## config.mk

```make
export PLATFORM = sky130hd
export DESIGN_NAME = sync_serial_rx_flat
export DESIGN_NICKNAME = d
export VERILOG_FILES = /design/src/rtl/sync_serial_rx_if.sv /design/src/rtl/sync_serial_rx.sv /design/src/flat_wrapper.sv
export SDC_FILE = /design/constraint.sdc
export NUM_CORES = 1
export LEC_CHECK = 0
export ABC_CLOCK_PERIOD_IN_PS = 4400
export BUFFER_PORTS_ARGS = -buffer_cell sky130_fd_sc_hd__buf_2
export CORE_UTILIZATION = 50
export DETAILED_ROUTE_END_ITERATION = 7
export HOLD_SLACK_MARGIN = 0.03
export PLACE_DENSITY = 0.71
export SYNTH_ARGS = -nofsm -noshare
export SYNTH_HDL_FRONTEND = slang
export SYNTH_SLANG_ARGS = --single-unit
```

## constraint.sdc

```tcl
create_clock -name clk -period 4.4 [get_ports clk]
set_clock_uncertainty 0.1 [all_clocks]
set_input_delay 0.88 -clock clk [delete_from_list [all_inputs] [get_ports clk]]
set_output_delay 0.88 -clock clk [all_outputs]
set_load 0.005 [all_outputs]
```

## src/rtl/sync_serial_rx_if.sv

```systemverilog
// Receive-side bundle of sync_serial_rx: FWFT byte stream plus status/control.
// master = receiver, slave = consumer.
interface sync_serial_rx_if #(
   parameter int FIFO_DEPTH = 4
);
   localparam int CW = $clog2(FIFO_DEPTH) + 1;

   logic [7:0]    rx_data;
   logic          rx_valid;
   logic          rx_ready;
   logic          frame_err;
   logic          overrun;
   logic          clr_overrun;
   logic [CW-1:0] fifo_count;

   modport master (
      output rx_data, rx_valid, frame_err, overrun, fifo_count,
      input  rx_ready, clr_overrun
   );

   modport slave (
      input  rx_data, rx_valid, frame_err, overrun, fifo_count,
      output rx_ready, clr_overrun
   );
endinterface

```

## src/rtl/sync_serial_rx.sv

```systemverilog
// Bit-banged serial receiver: start(1)+8 LSB-first+stop(0) framed into a FWFT FIFO.
// Byte visible SYNC_STAGES+2 clk after the stop strobe rises; a full FIFO drops bytes and sets overrun.
module sync_serial_rx #(
   parameter int SYNC_STAGES = 2,
   parameter int TIMEOUT     = 65535,
   parameter int FIFO_DEPTH  = 4
) (
   input  logic               clk,
   input  logic               rst,
   input  logic               ser_data_i,
   input  logic               ser_clk_i,
   sync_serial_rx_if.master   rx
);
   localparam int AW = $clog2(FIFO_DEPTH);
   localparam int CW = AW + 1;
   localparam int TW = $clog2(TIMEOUT + 1);
   localparam logic [TW-1:0] TMO_LAST = TW'(TIMEOUT - 1);

   typedef enum logic [1:0] {IDLE, DATA, STOP} state_t;

   logic [SYNC_STAGES-1:0] dsync_q, csync_q;
   logic                   cprev_q;
   logic                   sample, ser_rise;

   state_t        state_q, state_d;
   logic [2:0]    bitcnt_q, bitcnt_d;
   logic [7:0]    shift_q, shift_d;
   logic [TW-1:0] tmo_q, tmo_d;
   logic          err_d, frame_err_q;
   logic          push_req;

   logic [7:0]    mem_q [FIFO_DEPTH];
   logic [AW:0]   wr_ptr_q, rd_ptr_q;
   logic [CW-1:0] count;
   logic          empty, full, push, pop;
   logic          overrun_q, overrun_d;

   always_ff @(posedge clk or negedge rst) begin
      if (!rst) begin
         dsync_q <= '0;
         csync_q <= '0;
         cprev_q <= 1'b0;
      end else begin
         dsync_q <= {dsync_q[SYNC_STAGES-2:0], ser_data_i};
         csync_q <= {csync_q[SYNC_STAGES-2:0], ser_clk_i};
         cprev_q <= csync_q[SYNC_STAGES-1];
      end
   end

   assign sample   = dsync_q[SYNC_STAGES-1];
   assign ser_rise = csync_q[SYNC_STAGES-1] & ~cprev_q;

   always_ff @(posedge clk or negedge rst) begin
      if (!rst) begin
         state_q     <= IDLE;
         bitcnt_q    <= '0;
         shift_q     <= '0;
         tmo_q       <= '0;
         frame_err_q <= 1'b0;
      end else begin
         state_q     <= state_d;
         bitcnt_q    <= bitcnt_d;
         shift_q     <= shift_d;
         tmo_q       <= tmo_d;
         frame_err_q <= err_d;
      end
   end

   // Strobe edges take priority over an expiring timeout in the same cycle.
   always_comb begin
      state_d  = state_q;
      bitcnt_d = bitcnt_q;
      shift_d  = shift_q;
      tmo_d    = '0;
      err_d    = 1'b0;
      push_req = 1'b0;
      case (state_q)
         IDLE: begin
            if (ser_rise && sample) begin
               state_d  = DATA;
               bitcnt_d = '0;
               shift_d  = '0;
            end
         end
         DATA: begin
            if (ser_rise) begin
               shift_d[bitcnt_q] = sample;
               bitcnt_d          = bitcnt_q + 3'd1;
               if (bitcnt_q == 3'd7) state_d = STOP;
            end else if (tmo_q == TMO_LAST) begin
               err_d   = 1'b1;
               state_d = IDLE;
            end else begin
               tmo_d = tmo_q + TW'(1);
            end
         end
         STOP: begin
            if (ser_rise) begin
               push_req = ~sample;
               err_d    = sample;
               state_d  = IDLE;
            end else if (tmo_q == TMO_LAST) begin
               err_d   = 1'b1;
               state_d = IDLE;
            end else begin
               tmo_d = tmo_q + TW'(1);
            end
         end
         default: state_d = IDLE;
      endcase
   end

   assign count = wr_ptr_q - rd_ptr_q;
   assign empty = (count == '0);
   assign full  = (count == CW'(FIFO_DEPTH));
   assign pop   = ~empty & rx.rx_ready;
   // A pop in the same cycle frees the slot for the incoming byte.
   assign push      = push_req & (~full | pop);
   assign overrun_d = (push_req & full & ~pop) | (overrun_q & ~rx.clr_overrun);

   always_ff @(posedge clk) begin
      if (push) mem_q[wr_ptr_q[AW-1:0]] <= shift_q;
   end

   always_ff @(posedge clk or negedge rst) begin
      if (!rst) begin
         wr_ptr_q  <= '0;
         rd_ptr_q  <= '0;
         overrun_q <= 1'b0;
      end else begin
         if (push) wr_ptr_q <= wr_ptr_q + (AW+1)'(1);
         if (pop)  rd_ptr_q <= rd_ptr_q + (AW+1)'(1);
         overrun_q <= overrun_d;
      end
   end

   assign rx.rx_data    = empty ? 8'h00 : mem_q[rd_ptr_q[AW-1:0]];
   assign rx.rx_valid   = ~empty;
   assign rx.frame_err  = frame_err_q;
   assign rx.overrun    = overrun_q;
   assign rx.fifo_count = count;
endmodule

```

## src/flat_wrapper.sv

```systemverilog
// flat-port wrapper written by rule: the top's interface ports become plain ports
module sync_serial_rx_flat 
#(
   parameter int SYNC_STAGES = 2,
   parameter int TIMEOUT     = 65535,
   parameter int FIFO_DEPTH  = 4
)
  (clk, rst, ser_data_i, ser_clk_i, rx_rx_data, rx_rx_valid, rx_frame_err, rx_overrun, rx_fifo_count, rx_rx_ready, rx_clr_overrun);
  sync_serial_rx_if #(.FIFO_DEPTH(FIFO_DEPTH)) rx_i ();
  input  logic clk;
  input  logic rst;
  input  logic ser_data_i;
  input  logic ser_clk_i;
  output wire logic [$bits(rx_i.rx_data)-1:0] rx_rx_data;
  output wire logic [$bits(rx_i.rx_valid)-1:0] rx_rx_valid;
  output wire logic [$bits(rx_i.frame_err)-1:0] rx_frame_err;
  output wire logic [$bits(rx_i.overrun)-1:0] rx_overrun;
  output wire logic [$bits(rx_i.fifo_count)-1:0] rx_fifo_count;
  input wire logic [$bits(rx_i.rx_ready)-1:0] rx_rx_ready;
  input wire logic [$bits(rx_i.clr_overrun)-1:0] rx_clr_overrun;
  assign rx_rx_data = rx_i.rx_data;
  assign rx_rx_valid = rx_i.rx_valid;
  assign rx_frame_err = rx_i.frame_err;
  assign rx_overrun = rx_i.overrun;
  assign rx_fifo_count = rx_i.fifo_count;
  assign rx_i.rx_ready = rx_rx_ready;
  assign rx_i.clr_overrun = rx_clr_overrun;
  sync_serial_rx #(.SYNC_STAGES(SYNC_STAGES), .TIMEOUT(TIMEOUT), .FIFO_DEPTH(FIFO_DEPTH)) u_core (.clk(clk), .rst(rst), .ser_data_i(ser_data_i), .ser_clk_i(ser_clk_i), .rx(rx_i));
endmodule
```

==> flow_metrics.env, run 1 <==
export IMPL_synth_top_area_cell="dfrtp_1"
export IMPL_min_period_ps=3650
export IMPL_cts_setup_buffers=0
export IMPL_synth_edf_count=32
export IMPL_yosysWarningCount=0
export IMPL_numPortBuffers=19
export IMPL_vdd_drop_max_mv=0.336
export IMPL_finalHoldViolCount=0
export IMPL_syn_nets=281
export IMPL_syn_area_per_cell_um2=13.3
export IMPL_finalWirelength_um=5500
export IMPL_hold_buffers=0
export IMPL_cpPeakStageDelay_ps=600
export IMPL_crit_chain="ha_1 > fa_1 > inv_1 > or3_4 > and2_1 > buf_2"
export IMPL_status="finished, final reports clean"
export IMPL_yosysUniqueCellTypes=49
export IMPL_dieArea_um2=7230
export IMPL_hold_path_class="flop to flop"
export IMPL_grt_ovfl_total=0
export IMPL_grt_pass1_wl_um=9630
export IMPL_core_um2=6490
export IMPL_setup_tns_ps=0
export IMPL_ys_ff_latch=74
export IMPL_htree_levels=3
export IMPL_finalCritPeriodShare=0.830
export IMPL_synth_area_um2=3450
export IMPL_numCtsBuffers=9
export IMPL_vias_per_cell=5.45
export IMPL_total_power_mw=2.24
export IMPL_slowest_stage="dfrtp_1"
export IMPL_crit_type="flop to output port"
export IMPL_clk_latency_ps=340
export IMPL_die_w_um=85.0
export IMPL_dp_hpwl_um=3640
export IMPL_p_per_area_nw_per_um2=593
export IMPL_clockPowerShare=0.224
export IMPL_cp_start_kind="flop"
export IMPL_timing_rr_end="u_core.mem_q[3][4]"
export IMPL_seq_area_frac_synth=0.583
export IMPL_setup_viol=0
export IMPL_path_buf_inv=2
export IMPL_antenna_found_initial=0
export IMPL_crit_family="adder cells"
export IMPL_cts_root_buffer="clkbuf_8"
export IMPL_fmaxAchievable_mhz=274
export IMPL_cts_tree="yes"
export IMPL_p_sw_mw=0.749
export IMPL_critPathCaptureType="output port"
export IMPL_crit_fanout=11
export IMPL_tightest_slew_ps=938
export IMPL_reg2reg_from="u_core.rd_ptr_q[0]"
export IMPL_swShare=0.334
export IMPL_drc_errors=0
export IMPL_wire_per_inst_um=15.2
export IMPL_p_leak_nw=1.52
export IMPL_cts_sinks=74
export IMPL_path_clk_slew_ps=80
export IMPL_rsz0062_at_grt="false"
export IMPL_min_path_cells=0
export IMPL_syn_to_final_growth_pct=9.51
export IMPL_vias=1977
export IMPL_nNetsFinal=302
export IMPL_synthesis_instances=260
export IMPL_ant_nets=0
export IMPL_min_from="u_core.dsync_q[0]"
export IMPL_grt_pass1_vias=1996
export IMPL_clockBufferDepth=2
export IMPL_slew_headroom=0.375
export IMPL_pwr_share_comb=0.332
export IMPL_grt_max_degree=43
export IMPL_slew_violations=0
export IMPL_reg2reg_depth=5
export IMPL_critPathArrivalTime_ps=2670
export IMPL_intPower_mw=1.49
export IMPL_max_cap_violations=0
export IMPL_pwr_share_seq=0.445
export IMPL_rrSetupSlack_ps=1530
export IMPL_gp_congestion=0.782
export IMPL_drive_gt1_frac=0.192
export IMPL_synth_top_cell_area_share=0.305
export IMPL_rows=29
export IMPL_synthArstFlopShare=0.568
export IMPL_grtUsageTotal=0.177
export IMPL_io_pins=20
export IMPL_initial_core_util=0.531
export IMPL_hold_path_end="u_core.dsync_q[1]"
export IMPL_synth_ff_type="dfrtp_1"
export IMPL_die_y_um=85.0
export IMPL_drt_iter0_markers=111
export IMPL_diodes=0
export IMPL_first_pass_iters=6
export IMPL_critPathRequiredTime_ps=3420
export IMPL_cts_resized=0
export IMPL_netlist_top_cells_area="dfrtp_1 (30%), edfxtp_1 (28%), mux4_2 (5.2%), ha_1 (5.1%), xor2_1 (2.3%)"
## metal layers
layer,wire (um),part of all wire,up-vias,track usage
met3,133,0.024,12,0.0409
met4,121,0.022,0,0.0878
met1,2550,0.46,960,0.218
met5,0,0,-,0
li1,-,-,982,-
met2,2690,0.49,23,0.296
## power by group through the flow
stage | sequential [mW] | clock [mW] | combinational [mW]
after floorplan | 0.925 | 0 | 0.637
after global placement | 1.00 | 0 | 0.732
after detailed placement | 1.01 | 0 | 0.750
after CTS | 1.00 | 0.512 | 0.758
after global routing | 1.02 | 0.545 | 0.834
final | 0.996 | 0.501 | 0.743
## per-stage QoR
step,setup WS [ps],cell area (um^2),utilization,instances,hold slack [ps]
finish,749,3780,0.581,363,257
global route,545,3780,0.581,363,272
CTS,677,3780,0.581,363,255
detailed placement,1090,3590,0.553,347,238
global placement,1130,3590,0.553,347,234
floorplan,1500,3450,-,260,231
## cell usage in the layout (no fill, tap or decap), types with 9 or more instances in the layout
cell,synthesis,routed
dfrtp_1,42,42
edfxtp_1,32,32
nor2_1,20,20
buf_2,0,19
nand2_1,17,17
ha_1,14,14
inv_1,12,12
and2_1,12,12
xor2_1,9,9
o21ai_0,9,9
clkbuf_8,0,9
## sequential cells by signal, indices dropped and copies added (netlist names)
register	flops
u_core.rd_ptr_q	3
u_core.wr_ptr_q	3
u_core.rx.overrun	1
u_core.tmo_q	16
u_core.shift_q	8
u_core.state_q	2
u_core.cprev_q	1
u_core.rx.frame_err	1
u_core.csync_q	2
u_core.mem_q	32
u_core.dsync_q	2
u_core.bitcnt_q	3
## cell families (layout without fill, tap and decap cells)
logic type	count (synthesis)	count (layout)	share of synthesized area
mux	13	13	0.0682
flops	74	74	0.583
xor+xnor	18	18	0.0504
simple gates	86	86	0.140
buf+inv	21	47	0.0276
compound gates	33	33	0.0740
fa+ha+maj	15	15	0.0566
## how the worst max path moves through the flow
stage	start	to	depth (start not counted)
after floorplan	u_core.wr_ptr_q[0]	rx_rx_data[0]	7
after global placement	u_core.rd_ptr_q[0]	rx_rx_data[6]	6
after detailed placement	u_core.rd_ptr_q[0]	rx_rx_data[4]	6
after CTS	u_core.rd_ptr_q[0]	rx_rx_data[4]	6
after global routing	u_core.rd_ptr_q[0]	rx_rx_data[4]	6
final	u_core.rd_ptr_q[0]	rx_rx_data[4]	6
## cell usage after synthesis (2+ instances only)
master,count
a22o_1,8
mux4_2,8
a211o_1,2
nor3_1,3
ha_1,14
a21oi_1,4
and4_1,2
clkbuf_1,5
nand3b_1,3
inv_1,12
nand2b_1,2
nor2_1,20
buf_6,2
xor2_1,9
xnor2_1,8
edfxtp_1,32
mux2_2,4
and2_1,12
and3_1,2
nand4_2,2
nand3_2,2
nand4_1,3
nand3_1,8
nor2b_1,2
nand2_1,17
dfrtp_1,42
a32o_1,2
o21ai_0,9
## cell type report
| cell class | instances | area, um^2 |
|---|---|---|
| clock buffer | 10 | 128 |
| fill | 526 | 2720 |
| tap | 77 | 96.3 |
| timing repair buffer | 19 | 95.1 |
| inverter | 12 | 45.0 |
| multi-input combinational | 165 | 1340 |
| clock inverter | 6 | 58.8 |
| sequential | 74 | 2010 |
Note: power is estimated with default switching activity, not from simulation.
==> run 2, diff against run 1 <==
ABC_CLOCK_PERIOD_IN_PS = 3700   (was 4400)
clock period = 3.7 ns   (was 4.4 ns; I/O delays follow)
==> run 2 against run 1 <==
Effect of this change: hold slack worse by 4.7 ps; critical path type unchanged; first-iteration DRC count decreased by 35%; largest power group unchanged; clock power rose by 40%; critical endpoint is now rx_rx_data[6]; register-to-register slack worse by 440 ps; critical path depth down 1; final area up 1.2%; sequential power increased by 15%.
==> flow_metrics.env, run 2 (synthesis results as in run 1) <==
export IMPL_status="finished, final reports clean"
export IMPL_pwr_share_seq=0.415
export IMPL_cts_tree="yes"
export IMPL_grt_max_degree=43
export IMPL_path_clk_slew_ps=80
export IMPL_cp_start_kind="flop"
export IMPL_hold_path_class="flop to flop"
export IMPL_dp_hpwl_um=3690
export IMPL_grt_pass1_wl_um=9620
export IMPL_clk_latency_ps=340
export IMPL_vdd_drop_max_mv=0.285
export IMPL_cts_root_buffer="clkbuf_8"
export IMPL_drive_gt1_frac=0.206
export IMPL_first_pass_iters=4
export IMPL_dieArea_um2=7230
export IMPL_reg2reg_depth=4
export IMPL_tightest_slew_ps=941
export IMPL_syn_to_final_growth_pct=10.8
export IMPL_p_leak_nw=1.54
export IMPL_swShare=0.331
export IMPL_vias=2019
export IMPL_pwr_share_comb=0.333
export IMPL_gp_congestion=0.747
export IMPL_intPower_mw=1.86
export IMPL_rrSetupSlack_ps=1090
export IMPL_p_per_area_nw_per_um2=727
export IMPL_core_um2=6490
export IMPL_critPathArrivalTime_ps=2430
export IMPL_vias_per_cell=5.55
export IMPL_antenna_found_initial=0
export IMPL_finalCritPeriodShare=0.884
export IMPL_diodes=0
export IMPL_rsz0062_at_grt="false"
export IMPL_cts_resized=0
export IMPL_hold_path_end="u_core.csync_q[1]"
export IMPL_slowest_stage="fa_1"
export IMPL_nNetsFinal=303
export IMPL_drt_iter0_markers=72
export IMPL_grt_pass1_vias=2029
export IMPL_htree_levels=3
export IMPL_path_depth=5
export IMPL_crit_fanout=11
export IMPL_initial_core_util=0.531
export IMPL_io_pins=20
export IMPL_setup_viol=0
export IMPL_reg2reg_from="u_core.rd_ptr_q[1]"
export IMPL_setup_tns_ps=0
export IMPL_hold_buffers=0
export IMPL_cpPeakStageDelay_ps=700
export IMPL_fmaxAchievable_mhz=306
export IMPL_finalHoldViolCount=0
export IMPL_die_w_um=85.0
export IMPL_crit_chain="fa_1 > inv_1 > or3_4 > and2_1 > buf_2"
export IMPL_slew_headroom=0.373
export IMPL_p_sw_mw=0.919
export IMPL_critPathRequiredTime_ps=2860
export IMPL_cts_sinks=74
export IMPL_finalWirelength_um=5550
export IMPL_crit_family="adder cells"
export IMPL_clockPowerShare=0.252
export IMPL_crit_type="flop to output port"
export IMPL_final_common_cell="dfrtp_1"
export IMPL_cts_setup_buffers=0
export IMPL_clockBufferDepth=2
export IMPL_numCtsBuffers=9
export IMPL_min_period_ps=3270
export IMPL_n_fill_cell=524
export IMPL_slew_violations=0
export IMPL_numPortBuffers=19
export IMPL_ant_nets=0
export IMPL_grt_ovfl_total=0
export IMPL_timing_rr_end="u_core.mem_q[3][4]"
export IMPL_min_path_cells=0
export IMPL_finish_utilization=0.589
export IMPL_grtUsageTotal=0.176
export IMPL_most_common_layout_cells="dfrtp_1 (42), edfxtp_1 (32), nor2_1 (20)"
export IMPL_wire_per_inst_um=15.3
export IMPL_holdWs_ps=252
export IMPL_drc_errors=0
export IMPL_critPathCaptureType="output port"
export IMPL_rows=29
export IMPL_max_cap_violations=0
export IMPL_min_from="u_core.csync_q[0]"
export IMPL_largest_reg_flops=32
export IMPL_die_y_um=85.0
export IMPL_path_buf_inv=2
## run 2: changes by cell type in the layout (fill, tap and decap cells not counted), sizes merged
cell      before  now
buf           19   20
bufinv         1    2
clkbuf        10    9
clkinv         4    1
clkinvlp       1    2
inv           12   14
## run 2: power by group through the flow
| stage | Clock (mW) | Sequential (mW) | Combinational, mW |
|---|---|---|---|
| 3_5_place_dp | 0 | 1.17 | 0.935 |
| 5_1_grt | 0.749 | 1.18 | 1.05 |
| 6_report | 0.699 | 1.15 | 0.926 |
| 3_3_place_gp | 0 | 1.16 | 0.912 |
| 2_1_floorplan | 0 | 1.10 | 0.758 |
| 4_1_cts | 0.715 | 1.15 | 0.942 |
## run 2: final cells by class
class	count	area, um^2	share of cell area
clock buffer	9	124	0.0324
clock inverter	7	101	0.0265
inverter	12	45.0	0.0118
multi-input combinational	165	1340	0.351
sequential	74	2010	0.526
tap	77	96.3	0.0252
timing repair buffer	20	103	0.0268
## run 2: metrics by stage
step / power [mW] / instances / setup slack (ps) / area [um^2]
after floorplan: 1.86 / 260 / 944 / 3450
after global placement: 2.08 / 348 / 827 / 3600
after detailed placement: 2.11 / 348 / 770 / 3600
after CTS: 2.81 / 364 / 373 / 3820
after global routing: 2.98 / 364 / 294 / 3820
final: 2.78 / 364 / 431 / 3820
## run 2: per-layer routing
| metal | wire [um] | global-route usage |
|---|---|---|
| met1 | 2530 | 0.212 |
| met2 | 2770 | 0.297 |
| met3 | 145 | 0.0360 |
| met4 | 104 | 0.0955 |
| met5 | 0 | 0 |
## run 2: worst max-delay path by stage
stage / startpoint / end / slack (ps)
global route: u_core.rd_ptr_q[1] / rx_rx_data[7] / 290
finish: u_core.rd_ptr_q[1] / rx_rx_data[6] / 430
global placement: u_core.rd_ptr_q[1] / rx_rx_data[6] / 830
CTS: u_core.rd_ptr_q[1] / rx_rx_data[6] / 370
floorplan: u_core.wr_ptr_q[0] / rx_rx_data[0] / 940
detailed placement: u_core.rd_ptr_q[1] / rx_rx_data[6] / 770
